<file path="config.mk">
export PLATFORM = sky130hd
export DESIGN_NAME = logic_axi4_stream_arbiter_flat
export DESIGN_NICKNAME = d
export VERILOG_FILES = /design/src/rtl/logic_axi4_stream_arbiter_if.sv /design/src/rtl/logic_axi4_stream_arbiter.sv /design/src/flat_wrapper.sv
export SDC_FILE = /design/constraint.sdc
export NUM_CORES = 1
export LEC_CHECK = 0
export CAP_MARGIN = 20
export CELL_PAD_IN_SITES_DETAIL_PLACEMENT = 2
export CELL_PAD_IN_SITES_GLOBAL_PLACEMENT = 2
export CORE_ASPECT_RATIO = 0.8
export CORE_MARGIN = 2
export CORE_UTILIZATION = 19
export DETAILED_ROUTE_END_ITERATION = 10
export GPL_TIMING_DRIVEN = 0
export PLACE_DENSITY = 0.95
export SLEW_MARGIN = 20
export SYNTH_ARGS = -nofsm -noshare
export SYNTH_HDL_FRONTEND = slang
export SYNTH_SLANG_ARGS = --single-unit
</file>
<file path="constraint.sdc">
create_clock -name aclk -period 3.7 [get_ports aclk]
set_clock_uncertainty 0.2 [all_clocks]
set_input_delay 0.37 -clock aclk [delete_from_list [all_inputs] [get_ports aclk]]
set_output_delay 0.37 -clock aclk [all_outputs]
set_load 0.05 [all_outputs]
</file>
<file path="src/rtl/logic_axi4_stream_arbiter_if.sv">
// Bundle of N requesting AXI4-Stream lanes and one shared output stream.
// The arbiter takes the slave view. The requesters and the consumer take the master view.
interface logic_axi4_stream_arbiter_if #(
  parameter int INPUTS      = 4,
  parameter int TDATA_BYTES = 4,
  parameter int TDEST_WIDTH = 1,
  parameter int TUSER_WIDTH = 1,
  parameter int TID_WIDTH   = 1
);
  logic [INPUTS-1:0]                       rx_tvalid;
  logic [INPUTS-1:0]                       rx_tready;
  logic [INPUTS-1:0]                       rx_tlast;
  logic [INPUTS-1:0][TDATA_BYTES-1:0][7:0] rx_tdata;
  logic [INPUTS-1:0][TDATA_BYTES-1:0]      rx_tstrb;
  logic [INPUTS-1:0][TDATA_BYTES-1:0]      rx_tkeep;
  logic [INPUTS-1:0][TDEST_WIDTH-1:0]      rx_tdest;
  logic [INPUTS-1:0][TUSER_WIDTH-1:0]      rx_tuser;
  logic [INPUTS-1:0][TID_WIDTH-1:0]        rx_tid;

  logic                        tx_tvalid;
  logic                        tx_tready;
  logic                        tx_tlast;
  logic [TDATA_BYTES-1:0][7:0] tx_tdata;
  logic [TDATA_BYTES-1:0]      tx_tstrb;
  logic [TDATA_BYTES-1:0]      tx_tkeep;
  logic [TDEST_WIDTH-1:0]      tx_tdest;
  logic [TUSER_WIDTH-1:0]      tx_tuser;
  logic [TID_WIDTH-1:0]        tx_tid;

  modport slave (
    input  rx_tvalid, rx_tlast, rx_tdata, rx_tstrb, rx_tkeep, rx_tdest, rx_tuser, rx_tid,
    output rx_tready,
    output tx_tvalid, tx_tlast, tx_tdata, tx_tstrb, tx_tkeep, tx_tdest, tx_tuser, tx_tid,
    input  tx_tready
  );

  modport master (
    output rx_tvalid, rx_tlast, rx_tdata, rx_tstrb, rx_tkeep, rx_tdest, rx_tuser, rx_tid,
    input  rx_tready,
    input  tx_tvalid, tx_tlast, tx_tdata, tx_tstrb, tx_tkeep, tx_tdest, tx_tuser, tx_tid,
    output tx_tready
  );
endinterface

</file>
<file path="src/rtl/logic_axi4_stream_arbiter.sv">
// Packet-aware round-robin arbiter. N AXI4-Stream requesters share one registered output.
// A grant is held from the first beat of a packet through its tlast beat.
module logic_axi4_stream_arbiter #(
  parameter int INPUTS      = 4,
  parameter int TDATA_BYTES = 4,
  parameter int TDEST_WIDTH = 1,
  parameter int TUSER_WIDTH = 1,
  parameter int TID_WIDTH   = 1,
  parameter bit USE_TLAST   = 1'b1,
  localparam int IDX_W      = $clog2(INPUTS)
) (
  input  logic                          aclk,
  input  logic                          areset,
  logic_axi4_stream_arbiter_if.slave    bus,
  output logic                          grant_valid,
  output logic [IDX_W-1:0]              grant_index
);

  typedef enum logic {IDLE, LOCKED} state_t;

  state_t           state, next_state;
  logic [IDX_W-1:0] pointer;
  logic [IDX_W-1:0] sel;
  logic             any_req;
  logic             slice_ready;
  logic             xfer;
  logic             pkt_end;

  assign any_req     = |bus.rx_tvalid;
  assign slice_ready = !bus.tx_tvalid || bus.tx_tready;
  assign xfer        = (state == LOCKED) && bus.rx_tvalid[grant_index] && slice_ready;
  assign pkt_end     = xfer && (!USE_TLAST || bus.rx_tlast[grant_index]);

  // Search upward from pointer with wrap. The loop walks offsets high to low, so
  // the requester nearest to pointer is assigned last and wins.
  always_comb begin
    logic [IDX_W:0] cand;
    // NOTE: every always_comb output gets a default first so that no path infers a latch.
    sel  = pointer;
    cand = '0;
    for (int i = INPUTS - 1; i >= 0; i--) begin
      cand = {1'b0, pointer} + (IDX_W + 1)'(i);
      if (cand >= (IDX_W + 1)'(INPUTS)) cand = cand - (IDX_W + 1)'(INPUTS);
      if (bus.rx_tvalid[cand[IDX_W-1:0]]) sel = cand[IDX_W-1:0];
    end
  end

  // NOTE: sequential state uses non-blocking assignments so that every flop samples pre-edge values.
  always_ff @(posedge aclk) begin
    if (areset) state <= IDLE;
    else        state <= next_state;
  end

  always_comb begin
    next_state = state;
    case (state)
      IDLE:    if (any_req) next_state = LOCKED;
      LOCKED:  if (pkt_end) next_state = IDLE;
      default: next_state = IDLE;
    endcase
  end

  always_comb begin
    bus.rx_tready = '0;
    if (state == LOCKED) bus.rx_tready[grant_index] = slice_ready;
    grant_valid = (state == LOCKED);
  end

  always_ff @(posedge aclk) begin
    if (areset) begin
      grant_index <= '0;
      pointer     <= '0;
    end else begin
      if (state == IDLE && any_req) grant_index <= sel;
      if (pkt_end) pointer <= (grant_index == IDX_W'(INPUTS - 1)) ? '0 : grant_index + 1'b1;
    end
  end

  // Single-entry output slice. The fields hold while a beat is stalled downstream.
  // NOTE: the data fields are reset as well, so a reset leaves the output fully zeroed.
  always_ff @(posedge aclk) begin
    if (areset) begin
      bus.tx_tvalid <= 1'b0;
      bus.tx_tlast  <= 1'b0;
      bus.tx_tdata  <= '0;
      bus.tx_tstrb  <= '0;
      bus.tx_tkeep  <= '0;
      bus.tx_tdest  <= '0;
      bus.tx_tuser  <= '0;
      bus.tx_tid    <= '0;
    end else if (xfer) begin
      bus.tx_tvalid <= 1'b1;
      bus.tx_tlast  <= USE_TLAST ? bus.rx_tlast[grant_index] : 1'b1;
      bus.tx_tdata  <= bus.rx_tdata[grant_index];
      bus.tx_tstrb  <= bus.rx_tstrb[grant_index];
      bus.tx_tkeep  <= bus.rx_tkeep[grant_index];
      bus.tx_tdest  <= bus.rx_tdest[grant_index];
      bus.tx_tuser  <= bus.rx_tuser[grant_index];
      bus.tx_tid    <= bus.rx_tid[grant_index];
    end else if (bus.tx_tready) begin
      bus.tx_tvalid <= 1'b0;
    end
  end

endmodule

</file>
<file path="src/flat_wrapper.sv">
// flat-port wrapper written by rule: the top's interface ports become plain ports
module logic_axi4_stream_arbiter_flat 
#(
  parameter int INPUTS      = 4,
  parameter int TDATA_BYTES = 4,
  parameter int TDEST_WIDTH = 1,
  parameter int TUSER_WIDTH = 1,
  parameter int TID_WIDTH   = 1,
  parameter bit USE_TLAST   = 1'b1,
  localparam int IDX_W      = $clog2(INPUTS)
)
  (aclk, areset, grant_valid, grant_index, bus_rx_tvalid, bus_rx_tlast, bus_rx_tdata, bus_rx_tstrb, bus_rx_tkeep, bus_rx_tdest, bus_rx_tuser, bus_rx_tid, bus_rx_tready, bus_tx_tvalid, bus_tx_tlast, bus_tx_tdata, bus_tx_tstrb, bus_tx_tkeep, bus_tx_tdest, bus_tx_tuser, bus_tx_tid, bus_tx_tready);
  logic_axi4_stream_arbiter_if #(.INPUTS(INPUTS), .TDATA_BYTES(TDATA_BYTES), .TDEST_WIDTH(TDEST_WIDTH), .TUSER_WIDTH(TUSER_WIDTH), .TID_WIDTH(TID_WIDTH)) bus_i ();
  input  logic aclk;
  input  logic areset;
  output logic grant_valid;
  output logic [IDX_W-1:0] grant_index;
  input wire logic [$bits(bus_i.rx_tvalid)-1:0] bus_rx_tvalid;
  input wire logic [$bits(bus_i.rx_tlast)-1:0] bus_rx_tlast;
  input wire logic [$bits(bus_i.rx_tdata)-1:0] bus_rx_tdata;
  input wire logic [$bits(bus_i.rx_tstrb)-1:0] bus_rx_tstrb;
  input wire logic [$bits(bus_i.rx_tkeep)-1:0] bus_rx_tkeep;
  input wire logic [$bits(bus_i.rx_tdest)-1:0] bus_rx_tdest;
  input wire logic [$bits(bus_i.rx_tuser)-1:0] bus_rx_tuser;
  input wire logic [$bits(bus_i.rx_tid)-1:0] bus_rx_tid;
  output wire logic [$bits(bus_i.rx_tready)-1:0] bus_rx_tready;
  output wire logic [$bits(bus_i.tx_tvalid)-1:0] bus_tx_tvalid;
  output wire logic [$bits(bus_i.tx_tlast)-1:0] bus_tx_tlast;
  output wire logic [$bits(bus_i.tx_tdata)-1:0] bus_tx_tdata;
  output wire logic [$bits(bus_i.tx_tstrb)-1:0] bus_tx_tstrb;
  output wire logic [$bits(bus_i.tx_tkeep)-1:0] bus_tx_tkeep;
  output wire logic [$bits(bus_i.tx_tdest)-1:0] bus_tx_tdest;
  output wire logic [$bits(bus_i.tx_tuser)-1:0] bus_tx_tuser;
  output wire logic [$bits(bus_i.tx_tid)-1:0] bus_tx_tid;
  input wire logic [$bits(bus_i.tx_tready)-1:0] bus_tx_tready;
  assign bus_i.rx_tvalid = bus_rx_tvalid;
  assign bus_i.rx_tlast = bus_rx_tlast;
  assign bus_i.rx_tdata = bus_rx_tdata;
  assign bus_i.rx_tstrb = bus_rx_tstrb;
  assign bus_i.rx_tkeep = bus_rx_tkeep;
  assign bus_i.rx_tdest = bus_rx_tdest;
  assign bus_i.rx_tuser = bus_rx_tuser;
  assign bus_i.rx_tid = bus_rx_tid;
  assign bus_rx_tready = bus_i.rx_tready;
  assign bus_tx_tvalid = bus_i.tx_tvalid;
  assign bus_tx_tlast = bus_i.tx_tlast;
  assign bus_tx_tdata = bus_i.tx_tdata;
  assign bus_tx_tstrb = bus_i.tx_tstrb;
  assign bus_tx_tkeep = bus_i.tx_tkeep;
  assign bus_tx_tdest = bus_i.tx_tdest;
  assign bus_tx_tuser = bus_i.tx_tuser;
  assign bus_tx_tid = bus_i.tx_tid;
  assign bus_i.tx_tready = bus_tx_tready;
  logic_axi4_stream_arbiter #(.INPUTS(INPUTS), .TDATA_BYTES(TDATA_BYTES), .TDEST_WIDTH(TDEST_WIDTH), .TUSER_WIDTH(TUSER_WIDTH), .TID_WIDTH(TID_WIDTH), .USE_TLAST(USE_TLAST)) u_core (.aclk(aclk), .areset(areset), .bus(bus_i), .grant_valid(grant_valid), .grant_index(grant_index));
endmodule
</file>
==> summary.md <==
| Metric | Value |
|---|---|
| Status | `completed` |
| Rows | `41` |
| Net count after synthesis | `480` |
| Maximum fanout along the worst path | `10` |
| CTS Hold Buffers Added | `0` |
| R2R cell count | `5` |
| Hold Path End | `u_core.bus.tx_tdata[24]` |
| #FFs+latches synth | `50` |
| Final global-route overflow total | `0` |
| EDFF count, synth | `0` |
| R2r endpoint | `u_core.bus.tx_tdata[17]` |
| FF-to-FF Start | `u_core.grant_index[0]` |
| H-tree Lvls | `2` |
| Cell Pwr Density | `329 mW/mm²` |
| Maxcap violations | `0` |
| Register area share after synthesis | `33.4%` |
| Final Max Tran Viols | `0` |
| Post-route ant nets | `0` |
| Period utilisation layout | `88.5%` |
| Internal Power | `0.00128 W` |
| CP bufs+invs | `4` |
| Synth unique cells | `27` |
| Logic pwr share | `39.7%` |
| CP Launch Point | `u_core.grant_index[1]` |
| Ant. Diodes | `0` |
| Fmax | `306 MHz` |
| Syn avg cell area | `10.2 µm²` |
| Worst-path clk slew | `0.07 ns` |
| Fill cells | `1737` |
| Hpwl dp | `12200 µm` |
| Sw Share | `32.3%` |
| Synth Instances | `293` |
| RSZ-0062 raised after global routing | `no` |
| Iteration count of the initial detailed-routing pass | `4` |
| Hold Crit Start | `u_core.bus.tx_tdata[24]` |
| Max transition margin | `52.8%` |
| Placed standard-cell area | `0.00560 mm²` |
| Fin Setup TNS | `0 ns` |
| Post-synth ARST share | `0%` |
| Setup bufs post-CTS | `0` |
| CTS buffer count | `5` |
| Pin count of the biggest net entering global routing | `17` |
| Critical path arrival | `2.70 ns` |
| P_sw | `0.000611 W` |
| Routed length per placed instance | `19.5 µm` |
| # setup viols final | `0` |
| Leakage power | `1.96 nW` |
| TritonCTS clock tree | `built` |
| Nets | `720` |
| Initial core utilization | `19.2%` |
| PostCTS Resize Cnt | `0` |
| Slew @ Worst Pin | `0.709 ns` |
| Clk pwr share | `28.5%` |
| Syn. warnings | `0` |
| Leading cell type in the layout, fill and taps excluded | `clkdlybuf4s50_1` |
| Synth Cell Area | `0.00300 mm²` |
| Maximum VDD drop | `0.000202 V` |
| I/O pin cnt | `235` |
| Initial DRC count | `56` |
| Max clock buf depth | `2` |
| Syn-to-layout area delta | `92.5%` |
| Routed vias/inst | `4.48` |
| Vias | `3358` |
| First-pass GRT wire length | `21200 µm` |
| R2R setup slack | `1.40 ns` |
| Share of layout cells above drive strength 1 | `12.9%` |
| Critical path type | `reg -> out` |
| Clock sinks | `50` |
| Fin cells | `749` |
| Final WL | `14600 µm` |
| CP peak stage delay | `0.71 ns` |
| Critical Path End Type | `output port` |
| Reg power frac | `31.8%` |
| Area of the die | `0.0168 mm²` |
| Post-placement cell count | `741` |
| Post-synth top flop | `dfxtp_1` |
| WHS Path Cells | `2` |
| Commonest cells after routing, fill and taps aside | `clkdlybuf4s50_1 (233), nand2_1 (91), dfxtp_1 (50), a21oi_1 (48), mux4_2 (45)` |
| Fin. Hold Viols | `0` |
| Final Instance Area | `0.00577 mm²` |
| Critical Path Source Type | `flip-flop` |
| Gp weighted congestion | `0.832` |
| Worst EP required | `3.13 ns` |
| Chip Height | `116 µm` |
| Worst-Skew Late Latency | `0.29 ns` |
| Total GRT Usage | `16.8%` |
| Initial antenna violation count | `0` |
| Crit-path cells | `buf_6 -> clkbuf_1 -> inv_1 -> ha_1 -> and3_1 -> clkdlybuf4s50_1` |
| Final core utilization | `37.0%` |
| Core box area | `0.0156 mm²` |
| CP top delay family | `buffers and inverters` |
| Tmin final | `3.27 ns` |
| Slowest cell on crit path | `clkdlybuf4s50_1` |
| Min-delay worst type | `reg -> reg` |
| DRC | `0` |
| Port Buffers | `233` |
| Die width | `144 µm` |
| Clk root buf | `clkbuf_16` |
| Vias in the first global route | `3833` |
-- how the worst max path moves through the flow --
stage / endpoint / slack, ns / depth (start not counted)
floorplan: bus_rx_tready[2] / 1.25 / 5
global placement: bus_rx_tready[2] / 0.80 / 6
detailed placement: bus_rx_tready[1] / 0.73 / 6
CTS: bus_rx_tready[1] / 0.40 / 6
global route: bus_rx_tready[2] / 0.31 / 6
finish: bus_rx_tready[1] / 0.43 / 6
-- layout make-up --
type | count | area, µm² | share of cell area (%)
timing repair buffer | 233 | 2330 | 40.4
multi-input combinational | 211 | 1800 | 31.3
sequential | 50 | 1000 | 17.4
tap | 215 | 269 | 4.66
buffer | 27 | 173 | 2.99
clock buffer | 5 | 125 | 2.17
clock inverter | 3 | 45.0 | 0.781
inverter | 5 | 18.8 | 0.325
-- per-stage QoR --
step	hold WS (ns)	worst slack [ns]	total power, W
6_report	0.257	0.427	0.00190
5_1_grt	0.284	0.313	0.00199
4_1_cts	0.261	0.403	0.00193
3_5_place_dp	0.254	0.733	0.00138
3_3_place_gp	0.242	0.803	0.00135
2_1_floorplan	0.259	1.25	0.00101
-- sequential cells by signal, indices dropped and copies added, names as in the netlist --
name                  flops
u_core.grant_valid        1
u_core.pointer            2
u_core.bus.tx_tdata      32
u_core.bus.tx_tkeep       4
u_core.bus.tx_tuser       1
u_core.grant_index        2
u_core.bus.tx_tdest       1
u_core.bus.tx_tlast       1
u_core.bus.tx_tvalid      1
u_core.bus.tx_tstrb       4
u_core.bus.tx_tid         1
-- logic make-up (layout without fill, tap and decap cells) --
kind of cell / count (synthesis) / in the layout / synth area share [%]
flops: 50 / 50 / 33.4
buf+inv: 32 / 273 / 6.39
fa+ha+maj: 4 / 4 / 1.67
mux: 46 / 46 / 34.2
simple gates: 107 / 107 / 14.7
compound gates: 54 / 54 / 9.65
-- power groups by stage --
stage / Combinational, W / Clock [W] / Sequential [W]
after floorplan: 0.000260 / 0 / 0.000748
after global placement: 0.000733 / 0 / 0.000613
after detailed placement: 0.000761 / 0 / 0.000617
after CTS: 0.000764 / 0.000563 / 0.000605
after global routing: 0.000798 / 0.000587 / 0.000610
final: 0.000752 / 0.000540 / 0.000604
-- cells in the mapped netlist (3+ instances only) --
master / instances / area [µm²]
and3_1: 5 / 31.3
inv_1: 5 / 18.8
buf_4: 5 / 37.5
nand2_1: 91 / 342
ha_1: 4 / 50.1
a21oi_1: 48 / 240
mux4_2: 45 / 1010
dfxtp_1: 50 / 1000
buf_2: 3 / 15.0
clkbuf_1: 11 / 41.3
buf_6: 6 / 67.6
-- worst min-delay path, cell delays in order (launching register included) --
cell     delay [ns]
dfxtp_1        0.31
nand2_1        0.05
a21oi_1        0.05
-- per-layer routing --
metal / wire length [µm] / track usage (%) / vias to the layer above
met2: 7840 / 33.4 / 120
met4: 144 / 3.75 / 0
met5: 0 / 0 / -
met3: 862 / 3.61 / 11
met1: 5720 / 18.4 / 1679
li1: - / - / 1548
Power figures use the tool's default switching activity.
